File: config.mk
export PLATFORM = sky130hd
export DESIGN_NAME = rvee_wb_stage
export DESIGN_NICKNAME = d
export VERILOG_FILES = /design/src/rtl/rvee_wb_stage.sv
export SDC_FILE = /design/constraint.sdc
export NUM_CORES = 1
export LEC_CHECK = 0
export ABC_AREA = 1
export ABC_CLOCK_PERIOD_IN_PS = 2200
export BUFFER_PORTS_ARGS = -buffer_cell sky130_fd_sc_hd__buf_4
export CAP_MARGIN = 5
export CORE_MARGIN = 10
export CORE_UTILIZATION = 45
export DETAILED_ROUTE_END_ITERATION = 10
export PLACE_DENSITY = 0.8
export SLEW_MARGIN = 10
export SYNTH_ARGS = -nofsm -noshare
export SYNTH_HDL_FRONTEND = slang
export SYNTH_SLANG_ARGS = --single-unit
File: constraint.sdc
create_clock -name clk -period 2.2 [get_ports clk]
set_clock_uncertainty 0.15 [all_clocks]
set_input_delay 0.44 -clock clk [delete_from_list [all_inputs] [get_ports clk]]
set_output_delay 0.44 -clock clk [all_outputs]
set_load 0.01 [all_outputs]
File: src/rtl/rvee_wb_stage.sv
// rvee_wb_stage: RVee pipeline writeback stage.
// Retires ALU results in one cycle. For loads it waits for the data-bus
// response or a timeout. It then extracts and extends the loaded value and
// drives a one-cycle register-file write strobe.
module rvee_wb_stage #(
  parameter int XLEN         = 32,
  parameter int N_REGS       = 32,
  parameter int LOAD_TIMEOUT = 255,
  localparam int RW          = $clog2(N_REGS),
  localparam int CW          = $clog2(LOAD_TIMEOUT + 1)
) (
  input  logic            clk,
  input  logic            rst,
  input  logic            in_valid,
  output logic            in_ready,
  input  logic            in_we,
  input  logic [RW-1:0]   in_rd,
  input  logic            in_is_load,
  input  logic [2:0]      in_funct3,
  input  logic [1:0]      in_addr_lo,
  input  logic [XLEN-1:0] in_result,
  input  logic            dbus_rvalid,
  input  logic [XLEN-1:0] dbus_rdata,
  input  logic            dbus_err,
  output logic            wb_we,
  output logic [RW-1:0]   wb_rd,
  output logic [XLEN-1:0] wb_data,
  output logic            retired,
  output logic            load_fault,
  output logic            busy
);

  typedef enum logic {IDLE, WAIT_LOAD} state_t;

  state_t        state;
  logic [CW-1:0] cnt;
  logic          l_we;
  logic [RW-1:0] l_rd;
  logic [2:0]    l_f3;
  logic [1:0]    l_a;

  localparam logic [CW-1:0] CNT_LAST = CW'(LOAD_TIMEOUT - 1);

  // Selects the addressed byte or halfword and sign- or zero-extends it.
  function automatic logic [XLEN-1:0] extract(input logic [2:0] f3,
                                               input logic [1:0] a,
                                               input logic [XLEN-1:0] w);
    logic [XLEN-1:0] sb;
    logic [XLEN-1:0] sh;
    logic [7:0]      b;
    logic [15:0]     h;
    sb = w >> {a, 3'b000};
    sh = w >> {a[1], 4'b0000};
    b  = sb[7:0];
    h  = sh[15:0];
    case (f3)
      3'b000:  extract = {{(XLEN-8){b[7]}}, b};
      3'b001:  extract = {{(XLEN-16){h[15]}}, h};
      3'b100:  extract = {{(XLEN-8){1'b0}}, b};
      3'b101:  extract = {{(XLEN-16){1'b0}}, h};
      default: extract = w;
    endcase
  endfunction

  function automatic logic f3_legal(input logic [2:0] f3);
    f3_legal = (f3 inside {3'b000, 3'b001, 3'b010, 3'b100, 3'b101});
  endfunction

  assign in_ready = (state == IDLE);
  assign busy     = (state == WAIT_LOAD);

  // Handshake, load wait and timeout, plus the registered writeback outputs.
  always_ff @(posedge clk) begin
    if (!rst) begin
      state      <= IDLE;
      cnt        <= '0;
      wb_we      <= 1'b0;
      wb_rd      <= '0;
      wb_data    <= '0;
      retired    <= 1'b0;
      load_fault <= 1'b0;
      l_we       <= 1'b0;
      l_rd       <= '0;
      l_f3       <= '0;
      l_a        <= '0;
    end else begin
      wb_we      <= 1'b0;
      retired    <= 1'b0;
      load_fault <= 1'b0;
      case (state)
        IDLE: begin
          if (in_valid) begin
            if (in_is_load) begin
              l_we  <= in_we;
              l_rd  <= in_rd;
              l_f3  <= in_funct3;
              l_a   <= in_addr_lo;
              cnt   <= '0;
              state <= WAIT_LOAD;
            end else begin
              retired <= 1'b1;
              // wb_rd/wb_data only move when a write actually happens
              if (in_we && (in_rd != '0)) begin
                wb_we   <= 1'b1;
                wb_rd   <= in_rd;
                wb_data <= in_result;
              end
            end
          end
        end
        WAIT_LOAD: begin
          if (dbus_rvalid) begin
            state   <= IDLE;
            retired <= 1'b1;
            if (dbus_err || !f3_legal(l_f3)) begin
              load_fault <= 1'b1;
            end else if (l_we && (l_rd != '0)) begin
              wb_we   <= 1'b1;
              wb_rd   <= l_rd;
              wb_data <= extract(l_f3, l_a, dbus_rdata);
            end
          end else begin
            cnt <= cnt + 1'b1;
            if (cnt == CNT_LAST) begin
              state      <= IDLE;
              retired    <= 1'b1;
              load_fault <= 1'b1;
            end
          end
        end
        default: state <= IDLE;
      endcase
    end
  end

endmodule

Word level (Yosys, flattened, before mapping)
Cells that the tools add are included.

Register bits: 60. Latch bits: 0. RAM bits: 0. Bits in read-only memories: 0. Input bits: 81. Output and inout bits: 42. Memories: 0.

Add/subtract/negate cells: 1. $mul: 0. Divide/modulo/power cells: 0. $lt $le $gt $ge: 0. Eq/ne operators: 13. Shift-type cells: 2. Mux-type cells: 38. Bitwise logic cells: 1. Reductions and logical operators: 12.

Operators by type and width (number): 2-to-1 mux 32 bit (6); case mux 32 bit (4 select lines) (1); case mux 32 bit (2 select lines) (1); right shift 32 x 5 -> 16 bit (1); right shift 32 x 5 -> 8 bit (1); 2-to-1 mux 5 bit (6); 2-to-1 mux 8 bit (3); 2-to-1 mux 1 bit (16); case mux 8 bit (2 select lines) (1); nonzero test 5 bit (3); inequality test 2 bit (second input constant) (5); case mux 5 bit (2 select lines) (1); adder 8 x 1 -> 8 bit (second input constant) (1); == test 8 bit (second input constant) (1); == test 3 bit (second input constant) (2); inequality test 2 x 1 -> 1 bit (second input constant) (3); case mux 1 bit (2 select lines) (3); AND reduction 3 bit (2); AND reduction 6 bit (1); == test 3 x 1 -> 1 bit (second input constant) (1); == test 3 x 2 -> 1 bit (second input constant) (1); logical NOT 3 bit (1); logical AND 1 bit (2); AND reduction 2 bit (1); 3 further kinds (3).

Depth between registers and ports, before layout
Gate-level depths: netlist (run 1).

Depth in word-level cells: 7. Depth in mapped cells: 11.

Least setup slack after synthesis (run 1)
OpenSTA, ideal clock, no wires.

Kind: input port to flip-flop. From: input in_is_load. To: register wb_data[6]. Arrival: 1281 ps. Slack: 660 ps. Cell stages on the path: 7. Cell sequence: nor3b_2 nand3_2 nand2_4 buf_4 nand3_1 nand2_1 inv_1.

Longest elaborated chain between the ends: 2.

Ends and longest elaborated chain: start, declared (RTL line 18) `input logic in_is_load,`; inequality test 2 bit (no source line); AND reduction 6 bit (no source line); end signal, assigned (RTL line 106) `wb_data <= in_result;`; end signal, assigned (RTL line 120) `wb_data <= extract(l_f3, l_a, dbus_rdata);`; end, declared (RTL line 27) `output logic [XLEN-1:0] wb_data,`.

Every way passes these cells. A chain may end at the register's enable or synchronous reset.

Worst setup path after layout (run 1)
From: register l_a[1]. To: register wb_data[14].

Longest elaborated chain between the ends: 6. Elaborated cells between the ends (all ways): 7.

Ends and longest elaborated chain: start, declared (RTL line 40) `logic [1:0] l_a;`; start signal, assigned (RTL line 97) `l_a <= in_addr_lo;`; right shift 32 x 5 -> 16 bit or right shift 32 x 5 -> 8 bit (tied branches) (RTL line 53, 52); case mux 32 bit (4 select lines) * (RTL line 56) `case (f3)`; 2-to-1 mux 32 bit * (RTL line 117) `end else if (l_we && (l_rd != '0)) begin`; 2-to-1 mux 32 bit * (RTL line 115) `if (dbus_err || !f3_legal(l_f3)) begin`; 2-to-1 mux 32 bit * (RTL line 112) `if (dbus_rvalid) begin`; case mux 32 bit (2 select lines) * (RTL line 90) `case (state)`.

Mark *: on every way between the ends. The rest lies on a longest branch, timed or not. The select of a mux whose other input is x is not followed.

==> run metrics, run 1 <==
Core ar. approximately 0.008 mm^2; sequential-to-total area share from yosys stat between 30 and 40%; grt peak-use layer met2; Post-synth EDFFs 0; #FFs+latches synth 60; area of the multi-input gates between 0.002 and 0.0025 mm^2; Total Routed Length 12200 um; pre-CTS worst setup slack 224 ps; DRC 0; WS Path Type reg -> reg; GR Layer Usage met2 a little under a third; grt ovf 0; Worst Setup Slack, final 311 ps; CTS buffer count 9; first-pass GRT wire length between 20000 and 25000 um; Syn Area/Cell 6.00 um^2; DR iter-0 viols about 220; RSZ-0062 raised after global routing false; P_leak 2.61 nW; dpl cells between 800 and 900; peak supply drop approximately 0.28 mV; period utilization a little under nine tenths; hold slack 222 ps; status finished, final reports clean; antenna-violating nets left 0; Top FF cell, synth dfxtp_1; number of global-route vias before repair around 4200; fin. max-slew vios 0; crit path time final approximately 1900 ps; grt met1 use between 20% and 30%; Worst Tran Pin Value approximately 500 ps; endpoints failing setup 0; # port buffers approximately 120; max frequency 0.529 GHz; antenna violations before repair 0; drt first pass iters 4; dpl hpwl approximately 9000 um; Hold Crit Class in -> reg; startpoint types flip-flop; Syn Std Cell Area 0.00375 mm^2; filler cell count around 800; layout cell share with drive strength beyond 1 a little over a quarter; Async S/R FF share, synth 0%; Reg clk slew, reported paths 70 ps; gate count of the mapped netlist about 630; FF+latch area about 0.0012 mm^2; grt met3 use between 5 and 6%; crit path DAT between 2000 and 2500 ps; Die Width approximately 110 um; gr usage total between 10% and 20%; pwr/cell area 587 mW/mm^2; most common cell in the netlist nand2_1; GPL Wtd Cong ~0.9; final net count between 800 and 900; crit end category flip-flop; Root Buffer clkbuf_8; Worst slew margin between 60% and 70%; Die Ht between 100 and 150 um; WL per Instance around 14 um; die area between 0.01 and 0.015 mm^2; largest cells by area after synthesis dfxtp_1, nand2_1, nand3_1, a21oi_1, nor2_1; commonest cells in the netlist nand2_1, nand3_1, nor2_1; Synth cell types 31; Max-Cap Viols 0; Cell Area, Placed 0.00470 mm^2; TNS Setup 0 ps; CP Max Fanout 24; area delta synth->final 31.1%; CP required ~2300 ps; TritonCTS clock tree done; syn_nets ~710; largest area contributor in the netlist dfxtp_1; share of the synthesized area in the top cell type about a third; Core Rows 33; Cell Count, Final, Fillers Out 843; via count 4321; largest net degree at the start of global routing 44; final hold vios 0; vias per cell a little over 5; clock sinks 60; Antenna Cells 0; Yosys Warn Count 0; FF-to-FF setup slack a little over 300 ps; Worst-Skew Late Latency roughly 340 ps; CTS HTree Levels 3; initial core utilization ~46%; final instance area 0.00491 mm^2; CTS Buffer Depth 2; Ports roughly 120
-- per-stage QoR --
| stage | total power [mW] | util (%) |
|---|---|---|
| 3_5_place_dp | 1.87 | 57.5 |
| 6_report | 2.88 | 60.1 |
| 2_1_floorplan | 1.59 | - |
| 3_3_place_gp | 1.85 | 57.5 |
| 4_1_cts | 2.90 | 60.0 |
| 5_1_grt | 3.02 | 60.1 |
-- final timing paths --
check / from / to / cells past startpoint
setup reg to reg: l_a[1] / wb_data[14] / 10
hold / removal: in_funct3[2] / l_f3[2] / 3
hold reg to reg: cnt[3] / cnt[3] / 2
setup / recovery: l_a[1] / wb_data[14] / 10
-- repair_timing --
item / in CTS / in global routing
hold buffers: 0 / 0
endpoints found under the setup margin: 0 / 14
buffers inserted: 0 / 0
resized for setup: 0 / 2
-- state kept, by name, summed over array words and instances, names as in the netlist --
signal	flops
wb_data	32
load_fault	1
retired	1
l_f3	3
busy	1
l_we	1
wb_we	1
l_rd	5
cnt	8
wb_rd	5
l_a	2
-- worst max-delay path: stages (launching register included) --
cell and delay, ps:
dfxtp_1 550, inv_4 170, nand2_1 90, nand2_1 60, nand2_1 130, nand3_4 250
nand2_1 140, nand2_1 80, nand2_1 90, inv_2 40, nor2_1 90
-- per-layer routing --
metal | vias up | wire, um | share of wire [%]
met2 | 183 | 5580 | 46
met5 | - | 0 | 0
li1 | 2174 | - | -
met4 | 0 | 143 | 1.2
met1 | 1951 | 5410 | 44
met3 | 13 | 1080 | 8.9
-- final cells by class --
cell class                      count  area share, %
Multi-Input combinational cell    458           43.0
Sequential cell                    60           24.4
Timing Repair Buffer              132           20.2
Inverter                           72           5.60
Clock buffer                       12           3.16
Tap cell                          105           2.67
Clock inverter                      4          0.968
-- report_power, final --
group / total [mW] / switching, mW / internal (mW) / leakage (nW)
clock network: 1.03 / 0.452 / 0.582 / 0.102
registers: 1.18 / 0.0405 / 1.14 / 0.490
logic: 0.666 / 0.371 / 0.295 / 2.02
total: 2.88 / 0.863 / 2.02 / 2.61
-- layout by cell type, fill, tap and decap left out, types with 2 or more instances in the layout --
cell / instances
a21oi_1: 61
buf_4: 132
clkbuf_8: 11
clkinv_2: 2
dfxtp_1: 60
ha_1: 2
inv_1: 62
inv_2: 7
inv_4: 2
nand2_1: 189
nand3_1: 69
nand3_2: 2
nand3_4: 2
nand4_1: 2
nor2_1: 66
nor2_2: 2
nor2_4: 2
nor3_1: 2
o21ai_0: 15
o21ai_1: 9
or2_2: 25
xor2_1: 2
-- cells by family (layout without fill, tap and decap cells) --
kind of cell	count (synthesis)	count (layout)	share of synthesized area [%]
DFF	60	60	32.0
AOI/OAI and AO/OA	87	87	11.7
buffers and inverters	107	220	11.9
and+or+nand+nor	366	366	43.0
adders and majority gates	2	2	0.667
xor gates and xnor gates	3	3	0.701
(Power assumes the default switching activity.)
==> run 2, diff against run 1 <==
PLACE_DENSITY = not set   (was 0.8)
PLACE_DENSITY_LB_ADDON = 0.08   (was not set)
==> run metrics, run 2 (synthesis results as in run 1) <==
P_leak 2.62 nW; vias per cell about 4.9; Reg clk slew, reported paths about 70 ps; gr usage total 18.7%; Top Family by Delay on Critical Path buffers and inverters; pwr/cell area around 600 mW/mm^2; peak supply drop about 0.31 mV; Ports between 100 and 150; max frequency 0.498 GHz; hold slack 212 ps; CP Max Fanout 25; CTS HTree Levels 3; Die Ht 111 um; WS Path Type reg -> out; Total Routed Length around 12000 um; final net count around 820; Antenna Cells 0; final hold vios 0; antenna violations before repair 0; number of global-route vias before repair between 4000 and 5000; post-CTS sizing 0; grt ovf 0; via count roughly 4200; CTS Buffer Depth 2; crit path DAT between 1000 and 1500 ps; Cell Count, Final, Fillers Out between 800 and 900; CTS buffer count 9; antenna-violating nets left 0; startpoint types flip-flop; TritonCTS clock tree done; status finished, final reports clean; Int Pwr ~2.1 mW; utilization after layout 60.3%; pre-CTS worst setup slack 179 ps; sequential share of power between 30% and 40%; RSZ-0062 raised after global routing false; CP max-delay cell dfxtp_1; commonest non-fill, non-tap cells in the layout nand2_1, buf_4, nand3_1; Worst Setup Slack, final 194 ps; Die Width between 100 and 150 um; DR iter-0 viols 225; CP required 1610 ps; endpoints failing setup 0; NetSw between 0.8 and 0.9 mW; layout cell share with drive strength beyond 1 26.2%; Hold Crit Class in -> reg; worst path bufs/invs 2; drt first pass iters 5; clock sinks 60; Worst Tran Pin Value 503 ps; fin. max-slew vios 0; Core Rows 33; Worst slew margin between 60% and 70%; Clock power frac between 30% and 40%; crit path cell chain inv_2, buf_4; Core ar. just over 0.008 mm^2; area delta synth->final 31.6%; Combinational Power Share between 20 and 25%; largest net degree at the start of global routing 44; # port buffers approximately 120; GPL Wtd Cong 0.842; Regs by FF count wb_data: 32 flops, cnt: 8 flops; final instance area approximately 0.005 mm^2; first-pass GRT wire length between 15000 and 20000 um; Largest register FFs 32; overall power around 3.0 mW; Root Buffer clkbuf_8; Cell Area, Placed 0.00472 mm^2; WL per Instance 14.3 um; switch share 29.8%; dpl hpwl 9030 um; crit end category output pin; period utilization approximately nine tenths; crit path time final approximately 2000 ps; TNS Setup 0 ps; Worst-Skew Late Latency 350 ps; Reg with most FFs wb_data; Critical Path Max Stage Delay 530 ps; setup bufs post-CTS 0; commonest non-fill, non-tap cell in the layout nand2_1; DRC 0; dpl cells between 800 and 900; Max-Cap Viols 0; die area 0.0124 mm^2; initial core utilization 45.9%; # hold bufs at CTS 0
run 2: worst register-to-register path: stages, from the launching register on:
cell,delay (ps)
dfxtp_1,410
inv_2,430
nand3_2,240
buf_4,250
o21ai_0,250
a21oi_1,60
run 2: final timing paths:
kind | from | endpoint | slack [ps] | cells after the start
worst max-delay path | busy | in_ready | 190 | 2
worst min-delay path | in_we | l_we | 210 | 3
worst max register to register | busy | l_a[1] | 290 | 5
worst min register to register | cnt[3] | cnt[3] | 320 | 2
run 2: area by class of cell:
cell class | count | area, um^2
clock buffers | 10 | 128
clock inverters | 6 | 88.8
fillers | 837 | 3240
inverters | 72 | 275
multi-input cells | 458 | 2100
flip-flops and latches | 60 | 1200
well taps | 105 | 131
repair buffers | 134 | 1010
run 2: power by group through the flow:
| stage | Combinational (mW) | Clock [mW] | Sequential, mW |
|---|---|---|---|
| floorplan | 0.376 | 0 | 1.21 |
| global placement | 0.658 | 0 | 1.20 |
| detailed placement | 0.667 | 0 | 1.21 |
| CTS | 0.670 | 1.13 | 1.18 |
| global route | 0.746 | 1.18 | 1.19 |
| finish | 0.664 | 1.11 | 1.18 |
run 2: per-layer routing:
layer  GRT usage, %  wire length [um]
met1           22.7              5290
met2           31.3              5740
met4           5.23               196
met3           5.52               835
met5              0                 0
==> run 3, diff against run 2 <==
CTS_BUF_LIST = sky130_fd_sc_hd__clkbuf_8   (was not set)
HOLD_SLACK_MARGIN = 0.15   (was not set)
==> run metrics, run 3 (synthesis results as in run 1) <==
crit path time final roughly 2000 ps; die area around 0.012 mm^2; final instance area between 0.004 and 0.005 mm^2; Reg with most FFs wb_data; Max-Cap Viols 0; Core Rows 33; peak supply drop between 0.3 and 0.4 mV; startpoint types flip-flop; drt first pass iters 5; crit end category output pin; CTS buffer count 9; pwr/cell area between 500 and 600 mW/mm^2; gr usage total 18.7%; period utilization between 90% and 100%; RR Startpoint busy; WL per Instance between 10 and 15 um; Worst Setup Slack, final roughly 210 ps; vias per cell 4.95; final hold vios 0; DRC 0; Cell Count, Final, Fillers Out around 850; largest net degree at the start of global routing 44; grt ovf 0; Worst-Skew Late Latency about 350 ps; Core ar. 0.00818 mm^2; WL met3 between 800 and 900 um; crit path DAT approximately 1400 ps; Ports between 100 and 150; Total Routed Length between 10000 and 15000 um; stages on the worst setup path 2; clock sinks 60; TritonCTS clock tree done; dpl hpwl approximately 9000 um; number of global-route vias before repair roughly 4000; first-pass GRT wire length 19700 um; Top Family by Delay on Critical Path buffers and inverters; Largest register FFs 32; setup bufs post-CTS 0; antenna-violating nets left 0; overall power around 3.0 mW; RSZ-0062 raised after global routing false; CTS HTree Levels 3; Critical Path Max Stage Delay 420 ps; area delta synth->final 31.6%; Root Buffer clkbuf_8; max frequency 0.503 GHz; Met2 Wirelength around 5700 um; Regs by FF count wb_data: 32 flops, cnt: 8 flops; CP required 1610 ps; DR iter-0 viols approximately 220; Die Width 111 um; r2r worst-path depth 5; status finished, final reports clean; FF-to-FF setup slack approximately 300 ps; WS Path Type reg -> out; crit path cell chain inv_2, buf_4; layout cell share with drive strength beyond 1 a little over a quarter; endpoints failing setup 0; dpl cells about 830; commonest non-fill, non-tap cells in the layout nand2_1, buf_4, nand3_1; highest routed metal layer met4; via count between 4000 and 5000; Cell Area, Placed 0.00472 mm^2; initial core utilization a little under half; hold slack 212 ps; CTS Buffer Depth 2; pre-CTS worst setup slack roughly 180 ps; commonest non-fill, non-tap cell in the layout nand2_1; Hold Crit Class in -> reg; reg2reg end l_a[1]; utilization after layout ~60%; final net count 818; GPL Wtd Cong 0.842; # hold bufs at CTS 0; Worst slew margin roughly two thirds; CP max-delay cell inv_2; Antenna Cells 0; Reg clk slew, reported paths ~70 ps; CP Max Fanout 25; worst path bufs/invs 2; Die Ht between 100 and 150 um; # port buffers ~120; P_leak 2.62 nW; Worst Tran Pin Value between 500 and 600 ps; hold path cells 3; TNS Setup 0 ps; fin. max-slew vios 0; antenna violations before repair 0; wl on met1 5260 um; hold path startpoint in_we; Hold Path Sink l_we; post-CTS sizing 0
[run 3: cell count changes in the layout (fill, tap and decap cells not counted)]
| cell | before | now |
|---|---|---|
| inv_1 | 62 | 63 |
| clkbuf_1 | 1 | 0 |
[run 3: worst max path at each step]
stage / start / endpoint
after floorplan: in_is_load / wb_data[6]
after global placement: dbus_err / wb_rd[1]
after detailed placement: dbus_err / wb_rd[3]
after CTS: busy / in_ready
after global routing: l_a[1] / wb_data[31]
final: busy / in_ready
[run 3: worst register-to-register path: stages, from the launching register on]
cell and delay [ps]:
dfxtp_1 410, inv_2 430, nand3_2 240, buf_4 250
o21ai_0 250, a21oi_1 60
[run 3: metal layers]
metal	track usage, %	vias to the layer above
li1	-	2175
met1	22.7	1849
met2	31.3	144
met3	5.52	15
met4	5.23	0
met5	0	-
[run 3: area by class of cell]
| class | instances | area [um^2] |
|---|---|---|
| Clock inverter | 7 | 92.6 |
| Fill cell | 837 | 3240 |
| Inverter | 72 | 275 |
| Sequential cell | 60 | 1200 |
| Timing Repair Buffer | 134 | 1010 |
| Multi-Input combinational cell | 458 | 2100 |
| Tap cell | 105 | 131 |
| Clock buffer | 9 | 124 |
[run 3: power by group]
part	leakage [nW]	internal (mW)	switching, mW
Combinational	2.03	0.299	0.365
Clock	0.107	0.633	0.474
Sequential	0.490	1.14	0.0395
Total	2.62	2.07	0.878
